$ cat src/rtl/pc_register_pkg.sv
// Shared LEGv8 program-counter definitions: address width, address type, increment and reset value.
package pc_register_pkg;
  localparam int ADDR_WIDTH = 12;
  typedef logic [ADDR_WIDTH-1:0] addr_t;
  localparam int PC_INC   = 4;
  localparam int PC_RESET = 0;
endpackage

$ cat src/rtl/pc_register_incrementer.sv
// Sequential-address adder for the next-PC mux; result wraps modulo 2^WIDTH.
module pc_incrementer
  import pc_register_pkg::*;
#(
  parameter int WIDTH = ADDR_WIDTH
) (
  input  logic [WIDTH-1:0] inst,
  output logic [WIDTH-1:0] inst_plus4
);
  assign inst_plus4 = inst + WIDTH'(PC_INC);
endmodule

$ cat src/rtl/pc_register.sv
// LEGv8 program counter with load enable and async active-high reset.
// Optional PC_ALIGN_CHECK_EN adds a registered `misaligned` flag for loads with low bits set.
module pc_register
  import pc_register_pkg::*;
#(
  parameter int               WIDTH       = ADDR_WIDTH,
  parameter logic [WIDTH-1:0] RESET_VALUE = WIDTH'(PC_RESET)
) (
  input  logic             clk,
  input  logic             reset,
  input  logic             en,
  input  logic [WIDTH-1:0] new_inst,
  output logic [WIDTH-1:0] inst,
  output logic [WIDTH-1:0] inst_plus4
`ifdef PC_ALIGN_CHECK_EN
  ,
  output logic             misaligned
`endif
);

  always_ff @(posedge clk or posedge reset) begin
    if (reset) begin
      inst <= RESET_VALUE;
    end else if (en) begin
      inst <= new_inst;
    end
  end

`ifdef PC_ALIGN_CHECK_EN
  // Unaligned addresses are still loaded verbatim; the flag only reports them.
  always_ff @(posedge clk or posedge reset) begin
    if (reset) begin
      misaligned <= 1'b0;
    end else if (en) begin
      misaligned <= |new_inst[1:0];
    end
  end
`endif

  pc_incrementer #(.WIDTH(WIDTH)) u_inc (
    .inst       (inst),
    .inst_plus4 (inst_plus4)
  );

endmodule

$ cat config.mk
export PLATFORM = sky130hd
export DESIGN_NAME = pc_register
export DESIGN_NICKNAME = d
export VERILOG_FILES = /design/src/rtl/pc_register_pkg.sv /design/src/rtl/pc_register_incrementer.sv /design/src/rtl/pc_register.sv
export SDC_FILE = /design/constraint.sdc
export NUM_CORES = 1
export LEC_CHECK = 0
export CORE_UTILIZATION = 39
export CTS_CLUSTER_DIAMETER = 120
export CTS_CLUSTER_SIZE = 20
export DETAILED_ROUTE_END_ITERATION = 7
export GPL_TIMING_DRIVEN = 0
export PLACE_DENSITY = 0.82
export SLEW_MARGIN = 5
export SYNTH_ARGS = -nofsm -noshare
export SYNTH_HDL_FRONTEND = slang
export SYNTH_HIERARCHICAL = 1
export SYNTH_SLANG_ARGS = --single-unit
$ cat constraint.sdc
create_clock -name clk -period 2.96 [get_ports clk]
set_input_delay 0.444 -clock clk [delete_from_list [all_inputs] [get_ports clk]]
set_output_delay 0.444 -clock clk [all_outputs]
set_load 0.05 [all_outputs]
==> results.yml, run 1 <==
outcome:
  outcome: "finished, violations left"
  violations: "design-rule violations"
power:
  power_density_nw_per_um2: 550
  p_leak_nw: 0.481
  finalPower_mw: 0.599
  peakVddDrop_v: 0.000337
timing:
  fin_worst_skew_ns: 0
  finalHoldViolCount: 0
  fmax_mhz: 377
  fin_crit_ns: 2.66
  hold_slack_ns: 0.472
  tns_ns: 0
  slew_headroom_pct: 64.7
  tightestPinTransition_ns: 0.527
  setup_ws_ns: 0.304
  rsz0062_at_grt: "false"
  drv_slew: 0
  setup_viol: 0
  finalCritPeriodShare_pct: 89.7
final_layout:
  area_growth_pct: 63.4
  postLayoutCellArea_um2: 1090
  fin_nets: 111
  stdcell_count: 109
  fill_cells: 118
  drive_gt1_share_pct: 22.6
  regMostFlops: "inst"
  antenna_cells: 0
  largest_reg_flops: 12
  post-route-util_pct: 69.9
  reg_top3: "inst (12)"
critical_path:
  reg2reg_slack_ns: 2.09
  crit_path_end_kind: "output port"
  worst-path-max-fanout: 6
  start_kind: "flop"
  r2r_start: "inst[4]"
  cp.required_ns: 2.52
  critPathKind: "reg -> out"
  cp.arrival_ns: 2.21
  reg2regPathDepth: 1
  r2r-end: "inst[4]"
detailed_routing:
  routed_wl_um: 1400
  drc_errors: 2
  viasPerCell: 4.85
  ant_nets: 0
  vias: 529
  wire_per_inst_um: 12.9
  detailedRoute.firstIterationViolations: 6
  firstDrtPassIters: 6
synthesis:
  synth.area.top_cells: "dfrtp_1, mux2_4, xnor2_1, xor2_1, mux2_2"
  synth.net_count: 68
  yosysTopAreaCellShare_pct: 45.0
  synth_warnings: 6
  ys_ff_latch: 12
  synth.distinct_cells: 17
  yosysMostFrequentCell: "dfrtp_1"
  yosysTopAreaCell: "dfrtp_1"
  synth_edf_count: 0
  avgSynthCellArea_um2: 12.8
  ys.flop_type: "dfrtp_1"
  seq_area_frac_synth_pct: 45.0
  async_reset_ff_share_pct: 100
  syn-cell-area_um2: 667
  synthCells: 52
  synth_common_cells: "dfrtp_1, mux2_4, inv_1, xnor2_1, xor2_1"
clocking:
  clkSinkCount: 12
  cts_root_buffer: "clkbuf_4"
  clockBufferDepth: 2
  ctsResizeCount: 0
  cts-htree-levels: 1
  cts_tree: "yes"
  cts_buffers: 3
  clock_latency_ns: 0.26
  cts_setup_buffers: 0
  clkTransAtPathRegs_ns: 0.07
  cts-hold-fix-buffers: 0
grt:
  track_usage_pct: 16.9
  grt-busiest-layer: "met2"
  grt_first_pass_wirelength_um: 2190
  met2_usage_pct: 26.4
  grt_max_degree: 13
  use_met1_pct: 18.7
  grt_overflow: 0
  antenna_found_initial: 0
  grt_pass1_vias: 501
  use_met3_pct: 7.08
floorplanning:
  die_w_um: 43.4
  dieHeight_um: 43.4
  io_pins: 39
  row_count: 14
  initial_core_util_pct: 42.8
  coreArea_um2: 1560
  die_area_um2: 1880
placement:
  placed_area_um2: 1070
  gp_congestion: 0.633
  dp.final_hpwl_um: 1110
  dp_cells: 106
  post-place-ws_ns: 0.596
  io_buffers: 38
job:
  drv_cap: 0
worst_hold_path:
  hold_class: "in -> async"
layout by cell type, fill, tap and decap left out:
| cell | netlist | layout |
|---|---|---|
| buf_4 | 2 | 2 |
| buf_6 | 1 | 1 |
| clkbuf_4 | 0 | 3 |
| clkdlybuf4s50_1 | 0 | 38 |
| dfrtp_1 | 12 | 12 |
| ha_1 | 1 | 1 |
| inv_1 | 4 | 4 |
| mux2_2 | 2 | 2 |
| mux2_4 | 10 | 10 |
| nand2_1 | 1 | 1 |
| nand2_2 | 1 | 1 |
| nand3_1 | 3 | 3 |
| nand3_2 | 1 | 1 |
| nand4_1 | 1 | 1 |
| nor2_1 | 3 | 3 |
| nor3_1 | 1 | 1 |
| nor4_2 | 1 | 1 |
| xnor2_1 | 4 | 4 |
| xor2_1 | 4 | 4 |
final cells by class:
cell class | instances | area (um^2) | share of cell area (%)
clock buffer | 3 | 22.5 | 2.07
multi-input combinational | 33 | 325 | 29.9
buffer | 3 | 26.3 | 2.41
inverter | 4 | 15.0 | 1.38
tap | 16 | 20.0 | 1.84
timing repair buffer | 38 | 380 | 34.9
sequential | 12 | 300 | 27.6
cells by family (layout without fill, tap and decap cells):
group                    Yosys count  count (layout)  share of synthesized area (%)
XOR/XNOR                           8               8                           10.5
adder cells (fa/ha/maj)            1               1                           1.88
buffers and inverters              7              48                           6.19
flip-flops                        12              12                           45.0
multiplexers                      12              12                           25.9
AND/OR/NAND/NOR                   12              12                           10.5
power breakdown:
part | total, mW | switching (mW) | leakage, nW | internal [mW]
Clock | 0.0969 | 0.0498 | 0.0138 | 0.0471
Combinational | 0.299 | 0.181 | 0.327 | 0.117
Sequential | 0.203 | 0.0228 | 0.140 | 0.180
Total | 0.599 | 0.254 | 0.481 | 0.345
worst max-delay path, cell delays in order, from the launching register on:
cell and delay, ns:
dfrtp_1 0.45, ha_1 0.24, nand4_1 0.13, nor2_1 0.15, xnor2_1 0.14, clkdlybuf4s50_1 0.82
routing by layer:
layer	wire, um	part of all wire (%)
met3	134	9.6
met5	0	0
met1	538	38
met2	692	49
met4	37	2.6
how the worst max path moves through the flow:
stage                        from        endpoint  cells past startpoint  slack, ns
after floorplan           inst[2]   inst_plus4[8]                      4       0.51
after global placement    inst[2]  inst_plus4[10]                      5       0.61
after detailed placement  inst[2]  inst_plus4[10]                      5       0.60
after CTS                 inst[2]  inst_plus4[10]                      5       0.29
after global routing      inst[2]  inst_plus4[10]                      5       0.19
final                     inst[2]  inst_plus4[10]                      5       0.30
Power figures use the tool's default switching activity.
==> inputs of run 2 (changes only) <==
Settings changed: CORE_MARGIN set to 1.
==> results of run 2 <==
Final layout, timing and power as in run 1 (identical DEF).
